[src/rtl/spi_target.sv]
// spi_target: SPI mode-0 target port for the j1a; two IO-mapped byte
// registers with UART-style handshakes, pins oversampled by clk.
//
// Ports:
//   clk, resetq          system clock, async active-low reset
//   sck, cs_n, mosi      SPI pins from the host (asynchronous)
//   miso, miso_oe        SPI data out and its SB_IO output enable
//   wr, tx_data          queue a byte for the host
//   tx_ready             TX holding buffer empty
//   rd                   consume rx_data
//   rx_data, rx_valid    last complete received byte, unread flag
//   overrun              sticky: byte completed while rx_valid was set
//   selected             synchronized chip select active
module spi_target #(
    parameter int         SYNC_STAGES = 2,
    parameter logic [7:0] IDLE_BYTE   = 8'hFF
) (
    input  logic       clk,
    input  logic       resetq,
    input  logic       sck,
    input  logic       cs_n,
    input  logic       mosi,
    output logic       miso,
    output logic       miso_oe,
    input  logic       wr,
    input  logic [7:0] tx_data,
    output logic       tx_ready,
    input  logic       rd,
    output logic [7:0] rx_data,
    output logic       rx_valid,
    output logic       overrun,
    output logic       selected
);

    localparam logic [0:0] IDLE  = 1'b0;
    localparam logic [0:0] SHIFT = 1'b1;

    logic [SYNC_STAGES-1:0] r_sck_s;
    logic [SYNC_STAGES-1:0] r_cs_s;
    logic [SYNC_STAGES-1:0] r_mosi_s;
    logic                   r_sck_d;
    logic                   r_cs_d;

    logic [0:0] r_state;
    logic [2:0] r_bitcnt;
    logic [7:0] r_shift_in;
    logic [7:0] r_shift_out;
    logic [7:0] r_tx_buf;
    logic       r_tx_full;
    logic [7:0] r_rx_data;
    logic       r_rx_valid;
    logic       r_overrun;
    logic       r_miso;
    logic       r_miso_oe;

    logic       w_sck;
    logic       w_cs;
    logic       w_mosi;
    logic       w_sck_rise;
    logic       w_sck_fall;
    logic       w_cs_fall;
    logic       w_cs_rise;
    logic       w_shift;
    logic       w_load;
    logic       w_done;
    logic [7:0] w_next;

    assign w_sck  = r_sck_s[SYNC_STAGES-1];
    assign w_cs   = r_cs_s[SYNC_STAGES-1];
    assign w_mosi = r_mosi_s[SYNC_STAGES-1];

    assign w_sck_rise = w_sck & ~r_sck_d;
    assign w_sck_fall = ~w_sck & r_sck_d;
    assign w_cs_fall  = ~w_cs & r_cs_d;
    assign w_cs_rise  = w_cs & ~r_cs_d;

    // Deselect overrides any sck edge seen in the same cycle.
    assign w_shift = (r_state == SHIFT) & ~w_cs_rise;

    // Byte loads happen at select and at every byte boundary.
    assign w_load = ((r_state == IDLE) & w_cs_fall)
                  | (w_shift & w_sck_fall & (r_bitcnt == 3'd0));
    assign w_done = w_shift & w_sck_rise & (r_bitcnt == 3'd7);
    assign w_next = r_tx_full ? r_tx_buf : IDLE_BYTE;

    always_ff @(posedge clk or negedge resetq) begin
        if (!resetq) begin
            r_sck_s  <= '0;
            r_cs_s   <= '1;
            r_mosi_s <= '0;
            r_sck_d  <= 1'b0;
            r_cs_d   <= 1'b1;
        end else begin
            r_sck_s  <= {r_sck_s[SYNC_STAGES-2:0], sck};
            r_cs_s   <= {r_cs_s[SYNC_STAGES-2:0], cs_n};
            r_mosi_s <= {r_mosi_s[SYNC_STAGES-2:0], mosi};
            r_sck_d  <= w_sck;
            r_cs_d   <= w_cs;
        end
    end

    always_ff @(posedge clk or negedge resetq) begin
        if (!resetq) begin
            r_state     <= IDLE;
            r_bitcnt    <= 3'd0;
            r_shift_in  <= 8'd0;
            r_shift_out <= 8'd0;
            r_tx_buf    <= 8'd0;
            r_tx_full   <= 1'b0;
            r_rx_data   <= 8'd0;
            r_rx_valid  <= 1'b0;
            r_overrun   <= 1'b0;
            r_miso      <= 1'b0;
            r_miso_oe   <= 1'b0;
        end else begin
            // A completing byte beats a same-cycle rd.
            if (w_done) begin
                r_rx_data  <= {r_shift_in[6:0], w_mosi};
                r_rx_valid <= 1'b1;
                r_overrun  <= ~rd & (r_overrun | r_rx_valid);
            end else if (rd) begin
                r_rx_valid <= 1'b0;
                r_overrun  <= 1'b0;
            end

            // Load sees the old buffer; a same-cycle wr refills it.
            if (w_load) begin
                r_shift_out <= w_next;
                r_miso      <= w_next[7];
                r_tx_full   <= 1'b0;
            end
            if (wr) begin
                r_tx_buf  <= tx_data;
                r_tx_full <= 1'b1;
            end

            if (r_state == IDLE) begin
                if (w_cs_fall) begin
                    r_state   <= SHIFT;
                    r_bitcnt  <= 3'd0;
                    r_miso_oe <= 1'b1;
                end
            end else if (w_cs_rise) begin
                r_state   <= IDLE;
                r_bitcnt  <= 3'd0;
                r_miso_oe <= 1'b0;
                r_miso    <= 1'b0;
            end else if (w_sck_rise) begin
                r_shift_in <= {r_shift_in[6:0], w_mosi};
                r_bitcnt   <= r_bitcnt + 3'd1;
            end else if (w_sck_fall && r_bitcnt != 3'd0) begin
                r_shift_out <= {r_shift_out[6:0], 1'b0};
                r_miso      <= r_shift_out[6];
            end
        end
    end

    assign miso     = r_miso;
    assign miso_oe  = r_miso_oe;
    assign tx_ready = ~r_tx_full;
    assign rx_data  = r_rx_data;
    assign rx_valid = r_rx_valid;
    assign overrun  = r_overrun;
    assign selected = ~w_cs;

endmodule

[config.mk]
export PLATFORM = sky130hd
export DESIGN_NAME = spi_target
export DESIGN_NICKNAME = d
export VERILOG_FILES = /design/src/rtl/spi_target.sv
export SDC_FILE = /design/constraint.sdc
export NUM_CORES = 1
export LEC_CHECK = 0
export BUFFER_PORTS_ARGS = -buffer_cell sky130_fd_sc_hd__buf_4
export CAP_MARGIN = 25
export CORE_MARGIN = 2
export CORE_UTILIZATION = 60
export DETAILED_ROUTE_END_ITERATION = 12
export GPL_TIMING_DRIVEN = 1
export PLACE_DENSITY = 0.8
export SLEW_MARGIN = 20
export SYNTH_ARGS = -nofsm -noshare
export SYNTH_HDL_FRONTEND = slang
export SYNTH_SLANG_ARGS = --single-unit
[constraint.sdc]
create_clock -name clk -period 3.9 [get_ports clk]
set_input_delay 0.39 -clock clk [delete_from_list [all_inputs] [get_ports clk]]
set_output_delay 0.39 -clock clk [all_outputs]
set_load 0.01 [all_outputs]
======== Word level (Yosys, flattened, before mapping) ========
Index checks and enable logic that the tools add are counted.
word-level totals
  register bits ........................... 48
  bits of input ports ..................... 15
cells by class
  reductions and logical operators ........ 9
  bitwise gates (word level) .............. 21
  equal/unequal tests ..................... 3
  $add $sub $neg .......................... 1
  mux-type cells .......................... 26
operators with widths
  operator             count
  $mux 8               6
  $mux 1               16
  $mux 3               4
  $and 1x1->1          11
  $not 1->1            8
  $reduce_bool 2->1    3
  $reduce_and 2->1     2
  $add 3x1->3 const B  1
  $eq 3x3->1 const B   1
  $logic_not 3->1      1
  $ne 3x1->1 const B   1
  $reduce_and 3->1     1
  $reduce_bool 3->1    1
  $ne 2x1->1 const B   1
  $or 1x1->1           2
  $logic_and 1x1->1    1

======== Depth between registers and ports, before layout ========
Gate-level depths: netlist of the first run.
  word-level depth ........................ 12
  depth in mapped cells ................... 6
  mapped depth without buffers ............ 5

======== Worst setup path before layout of the first run ========
OpenSTA, ideal clock, no wires.
  path kind ............................... register to register
  start point ............................. register r_cs_d
  end point ............................... register r_shift_out[1]
  stages on the path, launching flop included .. 5
  required time ........................... 3.752 ns
  setup time .............................. 0.148 ns
  buffers on the path ..................... 1
  arrival ................................. 1.395 ns
  setup slack ............................. 2.357 ns
  period minus slack after synthesis ...... 1.543 ns
  path through ............................ dfstp_2 or3b_2 buf_2 o311ai_0 o221ai_1
between the ends
  cells in the longest elaborated chain, start to end .. 12
ends and longest elaborated chain
  element                     RTL line  RTL
  start, declared             42        logic r_cs_d;
  start signal, assigned      98        r_cs_d <= w_cs;
  $not 1->1                   75        assign w_cs_rise = w_cs & ~r_cs_d;
  $and 1x1->1                 75
  $not 1->1 (no source line)  -
  $and 1x1->1                 78        assign w_shift = (r_state == SHIFT) & ~w_cs_rise;
  $and 1x1->1 (2 in a row)    82        | (w_shift & w_sck_fall & (r_bitcnt == 3'd0));
  $or 1x1->1                  82
  $mux 8                      127       if (w_load) begin
  $mux 8                      151       end else if (w_sck_fall && r_bitcnt != 3'd0) begin
  $mux 8                      148       end else if (w_sck_rise) begin
  $mux 8                      143       end else if (w_cs_rise) begin
  $mux 8 (*)                  137       if (r_state == IDLE) begin
  end signal, assigned        128       r_shift_out <= w_next;
  end signal, assigned        152       r_shift_out <= {r_shift_out[6:0], 1'b0};
  end, declared               47        logic [7:0] r_shift_out;
Mark *: on every way between the ends. The rest lies on a longest branch, timed or not.
A chain may end at the register's enable or synchronous reset.

======== Final worst setup path of the first run ========
  start point ............................. register r_cs_s[1]
  end point ............................... register r_bitcnt[2]
between the ends
  cells in the longest elaborated chain, start to end .. 4
ends and longest elaborated chain
  element                             RTL line  RTL
  start, declared                     39        logic [SYNC_STAGES-1:0] r_cs_s;
  start signal, assigned              95        r_cs_s <= {r_cs_s[SYNC_STAGES-2:0], cs_n};
  $not 1->1                           74        assign w_cs_fall = ~w_cs & r_cs_d;
  $and 1x1->1                         74
  $reduce_bool 2->1 (no source line)  -
  $reduce_and 2->1 (no source line)   -
  end signal, assigned                150       r_bitcnt <= r_bitcnt + 3'd1;
  end, declared                       45        logic [2:0] r_bitcnt;
Several ways; a longest one is shown, not always the timed one.

==> impl_metrics.prom, run 1 <==
# TYPE chip_impl_metric gauge
chip_impl_metric{name="postCtsSetupBuffers",unit=""} 0
chip_impl_metric{name="share_of_flip_flops_with_an_asynchronous_set_or_reset",unit=""} 1.00
chip_impl_metric{name="fraction_of_layout_cells_with_a_size_suffix_above_1",unit=""} 0.400
chip_impl_metric{name="reg2reg_setup_slack",unit="ps"} 2060
chip_impl_metric{name="grt_pass1_vias",unit=""} 1212
chip_impl_metric{name="cts_hold_buffers",unit=""} 0
chip_impl_metric{name="maxCapViolCount",unit=""} 0
chip_impl_metric{name="grt_antenna_before_repair",unit=""} 0
chip_impl_info{name="synth.area.top_cells",value="sky130_fd_sc_hd__dfrtp_1 56%, sky130_fd_sc_hd__mux2_2 13%, sky130_fd_sc_hd__dfstp_2 4.0%"} 1
chip_impl_metric{name="setup_viol",unit=""} 0
chip_impl_metric{name="post-dp-hpwl",unit="mm"} 2.39
chip_impl_metric{name="cts-htree-levels",unit=""} 2
chip_impl_metric{name="postSynthCellCount",unit=""} 146
chip_impl_metric{name="drt-total-wl",unit="mm"} 3.28
chip_impl_metric{name="relSlewSlack",unit=""} 0.561
chip_impl_metric{name="cts_num_sinks",unit=""} 47
chip_impl_metric{name="via_total_after_detailed_routing",unit=""} 1240
chip_impl_metric{name="static-leakage-power",unit="nW"} 1.09
chip_impl_info{name="tritoncts",value="yes"} 1
chip_impl_metric{name="timing_worst_slew_pin_value",unit="ps"} 657
chip_impl_metric{name="drv_slew",unit=""} 0
chip_impl_metric{name="die_width",unit="um"} 61.3
chip_impl_metric{name="n_fill_cell",unit=""} 214
chip_impl_metric{name="area.sequential",unit="mm2"} 0.00118
chip_impl_metric{name="synth.lib_cells_used.distinct",unit=""} 38
chip_impl_metric{name="die_area",unit="mm2"} 0.00375
chip_impl_info{name="worstHoldPathType",value="in -> async"} 1
chip_impl_metric{name="gp_routability_congestion",unit=""} 0.749
chip_impl_metric{name="fin_crit_sh",unit=""} 0.473
chip_impl_metric{name="synth.yosys.seq_area_share",unit=""} 0.599
chip_impl_metric{name="grt_util_all_layers",unit=""} 0.204
chip_impl_metric{name="setup_tns",unit="ps"} 0
chip_impl_info{name="worst_setup_path_end_kind",value="register"} 1
chip_impl_metric{name="floorplan.initialDensity",unit=""} 0.639
chip_impl_metric{name="clock_path_buffers",unit=""} 2
chip_impl_metric{name="place.port_buffers",unit=""} 28
chip_impl_info{name="r2r-start",value="r_cs_s[1]"} 1
chip_impl_metric{name="worstPathRequired",unit="ps"} 4150
chip_impl_metric{name="path_clk_slew",unit="ps"} 130
chip_impl_metric{name="grt_first_pass_wirelength",unit="mm"} 5.44
chip_impl_metric{name="drc_errors",unit=""} 0
chip_impl_metric{name="antenna_violating_nets_post_route",unit=""} 0
chip_impl_metric{name="antennaDiodeCount",unit=""} 0
chip_impl_metric{name="synth_area_per_cell",unit="um2"} 13.5
chip_impl_metric{name="multi_input_area",unit="um2"} 697
chip_impl_metric{name="period_needed",unit="ps"} 1840
chip_impl_metric{name="synthToLayoutAreaGrowth",unit="%"} 15.7
chip_impl_metric{name="yosys_register_bits",unit=""} 47
chip_impl_metric{name="whs",unit="ps"} 16.3
chip_impl_metric{name="avgRoutedWirePerCell",unit="um"} 15.0
chip_impl_metric{name="maximum_number_of_pins_on_one_net_before_global_route_repair",unit=""} 48
chip_impl_metric{name="die_y",unit="um"} 61.3
chip_impl_info{name="grt_setup_unrepaired",value="false"} 1
chip_impl_info{name="yosys_most_used_dff",value="sky130_fd_sc_hd__dfrtp_1"} 1
chip_impl_metric{name="critical_path.max_fanout",unit=""} 11
chip_impl_info{name="yosysMostFrequentCell",value="sky130_fd_sc_hd__dfrtp_1"} 1
chip_impl_metric{name="hold_violations",unit=""} 0
chip_impl_info{name="end_of_the_worst_register_to_register_path",value="r_bitcnt[2]"} 1
chip_impl_info{name="yosysTopAreaCell",value="sky130_fd_sc_hd__dfrtp_1"} 1
chip_impl_info{name="post_synth_most_frequent_cells",value="44 x sky130_fd_sc_hd__dfrtp_1, 22 x sky130_fd_sc_hd__mux2_2, 11 x sky130_fd_sc_hd__inv_1, 11 x sky130_fd_sc_hd__nor2_1, 7 x sky130_fd_sc_hd__o311ai_0"} 1
chip_impl_metric{name="synth.cell_area",unit="mm2"} 0.00197
chip_impl_metric{name="io_pins",unit=""} 29
chip_impl_metric{name="dr.pass1.iters",unit=""} 4
chip_impl_metric{name="gr-total-overflow",unit=""} 0
chip_impl_info{name="start_kind",value="register"} 1
chip_impl_metric{name="maxClockFrequency",unit="MHz"} 542
chip_impl_metric{name="worst_r2r_path_depth",unit=""} 3
chip_impl_metric{name="design.final.nets",unit=""} 192
chip_impl_info{name="cts-root-buf",value="sky130_fd_sc_hd__clkbuf_4"} 1
chip_impl_metric{name="placement_rows",unit=""} 20
chip_impl_metric{name="synthesis.nets",unit=""} 164
chip_impl_metric{name="core",unit="mm2"} 0.00308
chip_impl_metric{name="vdd_ir_drop_max",unit="uV"} 320
chip_impl_metric{name="cts_repair_resize_count",unit=""} 0
chip_impl_metric{name="worstPathArrival",unit="ps"} 2100
chip_impl_metric{name="pwr_density_cell",unit="mW/mm2"} 466
chip_impl_metric{name="utilization",unit=""} 0.740
chip_impl_metric{name="post-layout-total-power",unit="W"} 0.00106
chip_impl_metric{name="drt_iter0_markers",unit=""} 53
chip_impl_metric{name="clock_latency",unit="ps"} 350
chip_impl_metric{name="synth_edf_count",unit=""} 0
chip_impl_metric{name="fin_worst_skew",unit="ps"} 3.80
chip_impl_info{name="result_of_the_run",value="completed"} 1
chip_impl_info{name="critical_path_class",value="reg -> reg"} 1
chip_impl_metric{name="tritoncts_buffers",unit=""} 5
chip_impl_metric{name="synth_top_cell_area_share",unit=""} 0.559
chip_impl_metric{name="drt-vias-per-instance",unit=""} 5.66
chip_impl_metric{name="yosysWarnings",unit=""} 0
[logic make-up after synthesis]
family / count (synthesis) / share of synthesized area
muxes: 23 / 0.132
adders and majority gates: 3 / 0.0191
buffers and inverters: 20 / 0.0464
and+or+nand+nor: 28 / 0.0903
DFF: 47 / 0.599
AOI/OAI and AO/OA: 25 / 0.113
[stage by stage]
stage / instances / worst slack (ps) / instance area [um2]
final: 219 / 2060 / 2280
after global routing: 219 / 1950 / 2280
after CTS: 219 / 2050 / 2280
after detailed placement: 211 / 2090 / 2190
after global placement: 211 / 2170 / 2190
after floorplan: 146 / 2360 / 1970
[worst max-delay path: stages, from the launching register on]
cell and delay [ps]:
sky130_fd_sc_hd__dfstp_2 600, sky130_fd_sc_hd__nor2b_1 560, sky130_fd_sc_hd__o21ai_0 270, sky130_fd_sc_hd__a32o_1 310
[per-layer routing]
metal / GRT usage / routed length [um]
met5: 0 / 0
met1: 0.261 / 1390
met4: 0.0652 / 42
met3: 0.0630 / 171
met2: 0.334 / 1670
[how the worst max path moves through the flow]
stage                   start             end  cells past startpoint
global route        r_cs_s[1]     r_bitcnt[2]                      3
global placement    r_cs_s[1]     r_bitcnt[1]                      3
CTS                 r_cs_s[1]     r_bitcnt[2]                      3
detailed placement  r_cs_s[1]     r_bitcnt[2]                      3
floorplan              r_cs_d  r_shift_out[1]                      4
finish              r_cs_s[1]     r_bitcnt[2]                      3
[cell type report]
| class | instances | area share |
|---|---|---|
| repair buffers | 28 | 0.0923 |
| clock inverters | 2 | 0.0154 |
| multi-input cells | 79 | 0.306 |
| well taps | 44 | 0.0242 |
| inverters | 13 | 0.0214 |
| clock buffers | 6 | 0.0225 |
| flip-flops and latches | 47 | 0.518 |
[registers in the layout, indices dropped and copies added (netlist names), 2 cells and up]
name and count:
r_mosi_s 2, r_shift_out 7, r_tx_buf 8, r_sck_s 2, r_cs_s 2, r_shift_in 7, r_bitcnt 3, rx_data 8
[where the power goes]
group | switching [W] | internal, W | total, W
logic | 0.0000738 | 0.0000836 | 0.000157
registers | 0.0000489 | 0.000557 | 0.000606
clock network | 0.000146 | 0.000152 | 0.000298
[layout by cell type, fill, tap and decap left out, types with 2 or more instances in the layout]
master	n
sky130_fd_sc_hd__o311ai_0	7
sky130_fd_sc_hd__a32o_1	2
sky130_fd_sc_hd__nand2_1	2
sky130_fd_sc_hd__nor2_1	11
sky130_fd_sc_hd__dfstp_2	3
sky130_fd_sc_hd__dfrtp_1	44
sky130_fd_sc_hd__ha_1	3
sky130_fd_sc_hd__nor2b_1	2
sky130_fd_sc_hd__inv_1	11
sky130_fd_sc_hd__buf_4	28
sky130_fd_sc_hd__o221ai_1	6
sky130_fd_sc_hd__clkbuf_4	5
sky130_fd_sc_hd__mux2_2	22
sky130_fd_sc_hd__nand2b_1	4
Note: power is estimated with default switching activity, not from simulation.
==> run 2: changes to the inputs <==
ABC_AREA = 1   (was not set)
CORE_UTILIZATION = 50   (was 60)
PLACE_DENSITY = 0.71   (was 0.8)
clock period = 1.5 ns   (was 3.9 ns; I/O delays follow)
==> impl_metrics.prom, run 2 <==
# TYPE chip_impl_metric gauge
chip_impl_info{name="result_of_the_run",value="completed"} 1
chip_impl_info{name="top_layer_used",value="met4"} 1
chip_impl_metric{name="antennaDiodeCount",unit=""} 0
chip_impl_info{name="yosysTopAreaCell",value="sky130_fd_sc_hd__dfrtp_1"} 1
chip_impl_metric{name="yosys_register_bits",unit=""} 47
chip_impl_metric{name="timing.final.ws_setup",unit="ps"} 107
chip_impl_metric{name="postSynthCellCount",unit=""} 199
chip_impl_metric{name="floorplan.initialDensity",unit=""} 0.530
chip_impl_info{name="critical_path_class",value="reg -> reg"} 1
chip_impl_metric{name="grt_pass1_vias",unit=""} 1403
chip_impl_metric{name="maxCapViolCount",unit=""} 0
chip_impl_metric{name="period_needed",unit="ps"} 1390
chip_impl_info{name="yosys_most_used_dff",value="sky130_fd_sc_hd__dfrtp_1"} 1
chip_impl_info{name="worst_setup_path_end_kind",value="register"} 1
chip_impl_metric{name="worst_r2r_path_depth",unit=""} 9
chip_impl_metric{name="worstPathRequired",unit="ps"} 1750
chip_impl_metric{name="drc_errors",unit=""} 0
chip_impl_metric{name="synthToLayoutAreaGrowth",unit="%"} 24.9
chip_impl_metric{name="detailroute.wirelength.met3",unit="um"} 158
chip_impl_info{name="end_of_the_worst_register_to_register_path",value="r_shift_out[2]"} 1
chip_impl_metric{name="tritoncts_buffers",unit=""} 5
chip_impl_metric{name="vdd_ir_drop_max",unit="uV"} 735
chip_impl_metric{name="synth.lib_cells_used.distinct",unit=""} 18
chip_impl_metric{name="synthesis.nets",unit=""} 217
chip_impl_metric{name="post-dp-hpwl",unit="mm"} 2.30
chip_impl_metric{name="relSlewSlack",unit=""} 0.621
chip_impl_metric{name="drt-total-wl",unit="mm"} 3.42
chip_impl_metric{name="die_y",unit="um"} 66.7
chip_impl_metric{name="synth.yosys.seq_area_share",unit=""} 0.599
chip_impl_info{name="synth.area.top_cells",value="sky130_fd_sc_hd__dfrtp_1 56%, sky130_fd_sc_hd__nand2_1 9.3%, sky130_fd_sc_hd__inv_1 5.3%"} 1
chip_impl_metric{name="maximum_number_of_pins_on_one_net_before_global_route_repair",unit=""} 48
chip_impl_metric{name="timing_worst_slew_pin_value",unit="ps"} 569
chip_impl_metric{name="hold-path-cell-count",unit=""} 2
chip_impl_metric{name="drt-vias-per-instance",unit=""} 4.84
chip_impl_metric{name="cts_num_sinks",unit=""} 47
chip_impl_metric{name="postCtsSetupBuffers",unit=""} 0
chip_impl_metric{name="wirelength_met1",unit="mm"} 1.70
chip_impl_info{name="layout.cells.most_common",value="sky130_fd_sc_hd__nand2_1"} 1
chip_impl_metric{name="grt_antenna_before_repair",unit=""} 0
chip_impl_metric{name="post-place-ws",unit="ps"} -3.49
chip_impl_metric{name="path_clk_slew",unit="ps"} 90
chip_impl_metric{name="setup_viol",unit=""} 0
chip_impl_info{name="hold_end",value="r_tx_buf[0]"} 1
chip_impl_metric{name="fraction_of_layout_cells_with_a_size_suffix_above_1",unit=""} 0.305
chip_impl_metric{name="critical_path.max_fanout",unit=""} 7
chip_impl_metric{name="reg2reg_setup_slack",unit="ps"} 110
chip_impl_metric{name="drt_iter0_markers",unit=""} 62
chip_impl_metric{name="share_of_flip_flops_with_an_asynchronous_set_or_reset",unit=""} 1.00
chip_impl_metric{name="grt_util_all_layers",unit=""} 0.193
chip_impl_metric{name="clock_latency",unit="ps"} 310
chip_impl_info{name="cts-root-buf",value="sky130_fd_sc_hd__clkbuf_8"} 1
chip_impl_metric{name="dr.pass1.iters",unit=""} 4
chip_impl_metric{name="synth_edf_count",unit=""} 0
chip_impl_metric{name="placement_rows",unit=""} 22
chip_impl_metric{name="yosysWarnings",unit=""} 0
chip_impl_metric{name="core",unit="mm2"} 0.00372
chip_impl_metric{name="die_area",unit="mm2"} 0.00445
chip_impl_info{name="setup.worst_path.start",value="r_bitcnt[0]"} 1
chip_impl_metric{name="gr-total-overflow",unit=""} 0
chip_impl_info{name="r2r-start",value="r_bitcnt[0]"} 1
chip_impl_info{name="tritoncts",value="yes"} 1
chip_impl_info{name="yosysMostFrequentCell",value="sky130_fd_sc_hd__nand2_1"} 1
chip_impl_info{name="worstHoldPathType",value="in -> reg"} 1
chip_impl_metric{name="maxClockFrequency",unit="MHz"} 718
chip_impl_metric{name="clock_path_buffers",unit=""} 2
chip_impl_metric{name="worstPathArrival",unit="ps"} 1650
chip_impl_metric{name="avgRoutedWirePerCell",unit="um"} 11.7
chip_impl_metric{name="via_total_after_detailed_routing",unit=""} 1409
chip_impl_info{name="grt_setup_unrepaired",value="false"} 1
chip_impl_metric{name="gp_routability_congestion",unit=""} 0.772
chip_impl_metric{name="post-layout-total-power",unit="W"} 0.00326
chip_impl_metric{name="synth.cell_area",unit="mm2"} 0.00197
chip_impl_metric{name="design.final.nets",unit=""} 260
chip_impl_metric{name="drv_slew",unit=""} 0
chip_impl_metric{name="met2_wire_len",unit="mm"} 1.50
chip_impl_metric{name="hold_violations",unit=""} 0
chip_impl_metric{name="fin_crit_sh",unit=""} 0.929
chip_impl_metric{name="synth_area_per_cell",unit="um2"} 9.89
chip_impl_info{name="worstHoldStart",value="tx_data[0]"} 1
chip_impl_info{name="post_synth_most_frequent_cells",value="49 x sky130_fd_sc_hd__nand2_1, 44 x sky130_fd_sc_hd__dfrtp_1, 28 x sky130_fd_sc_hd__inv_1, 20 x sky130_fd_sc_hd__nand3_1, 13 x sky130_fd_sc_hd__nor2_1"} 1
chip_impl_metric{name="die_width",unit="um"} 66.7
chip_impl_metric{name="place.port_buffers",unit=""} 28
chip_impl_metric{name="static-leakage-power",unit="nW"} 1.25
chip_impl_metric{name="grt_first_pass_wirelength",unit="mm"} 6.18
chip_impl_metric{name="synth_top_cell_area_share",unit=""} 0.559
chip_impl_metric{name="antenna_violating_nets_post_route",unit=""} 0
chip_impl_metric{name="pwr_density_cell",unit="mW/mm2"} 1330
chip_impl_metric{name="fin_worst_skew",unit="ps"} 9.10
chip_impl_info{name="final_cell_mix",value="45 x sky130_fd_sc_hd__nand2_1, 44 x sky130_fd_sc_hd__dfrtp_1, 32 x sky130_fd_sc_hd__buf_4"} 1
chip_impl_metric{name="cts-htree-levels",unit=""} 2
chip_impl_metric{name="io_pins",unit=""} 29
chip_impl_info{name="start_kind",value="register"} 1
## run 2: cell count changes in the layout (fill, tap and decap cells not counted), sizes merged, moves of 15 or more
cell   before  now
nand2       2   51
nand3       0   21
inv        12   31
o21ai       2   20
mux2       23    8
## run 2: metal layers
layer / up-vias / global-route usage
met3: 7 / 0.0659
met1: 669 / 0.265
met5: - / 0
met2: 25 / 0.281
met4: 0 / 0.0765
li1: 708 / -
## run 2: power breakdown
part           internal [W]  switching [W]
Combinational      0.000289       0.000387
Sequential          0.00150       0.000126
Clock              0.000502       0.000453
## run 2: cell families (layout without fill, tap and decap cells)
group / count (synthesis) / after routing / share of synthesized area
AO/OA/AOI/OAI: 21 / 21 / 0.0680
AND/OR/NAND/NOR: 87 / 87 / 0.197
buffers and inverters: 33 / 77 / 0.0706
multiplexers: 8 / 8 / 0.0458
adder cells (fa/ha/maj): 3 / 3 / 0.0191
flip-flops: 47 / 47 / 0.599
## run 2: how the worst max path moves through the flow
stage | cells after the start | slack, ps | endpoint
3_3_place_gp | 7 | 30 | r_shift_out[0]
6_report | 9 | 110 | r_shift_out[2]
2_1_floorplan | 9 | 30 | r_tx_full
5_1_grt | 10 | 4 | r_shift_out[4]
3_5_place_dp | 7 | -3 | r_shift_out[0]
4_1_cts | 8 | 40 | r_shift_out[2]
## run 2: what timing repair did
item | in CTS | in global routing
gates resized for setup | 1 | 8
setup endpoints to repair | 1 | 11
endpoints found under the hold margin | 47 | 0
gates cloned | 0 | 0
hold buffers | 4 | 0
## run 2: metrics by stage
step | hold slack, ps | setup TNS [ps] | instances | util | cell area (um2)
2_1_floorplan | -146 | 0 | 199 | - | 1970
3_3_place_gp | 193 | 0 | 279 | 0.613 | 2280
3_5_place_dp | 193 | -3.49 | 279 | 0.613 | 2280
4_1_cts | 62.2 | 0 | 291 | 0.655 | 2430
5_1_grt | 54.1 | 0 | 291 | 0.661 | 2460
6_report | 65.3 | 0 | 291 | 0.661 | 2460
## run 2: critical path, stage by stage, from the launching register on
cell	delay, ps
sky130_fd_sc_hd__dfrtp_1	360
sky130_fd_sc_hd__inv_1	60
sky130_fd_sc_hd__ha_1	190
sky130_fd_sc_hd__inv_1	60
sky130_fd_sc_hd__nor2_2	40
sky130_fd_sc_hd__buf_4	140
sky130_fd_sc_hd__nor3_4	190
sky130_fd_sc_hd__buf_4	180
sky130_fd_sc_hd__nand2_1	60
sky130_fd_sc_hd__nand2_1	70
## run 2: final cells by class
type | instances | area (um2)
fillers | 319 | 1260
clock buffers | 5 | 68.8
well taps | 48 | 60.1
repair buffers | 39 | 323
inverters | 30 | 113
clock inverters | 3 | 46.3
flip-flops and latches | 47 | 1180
multi-input cells | 119 | 667
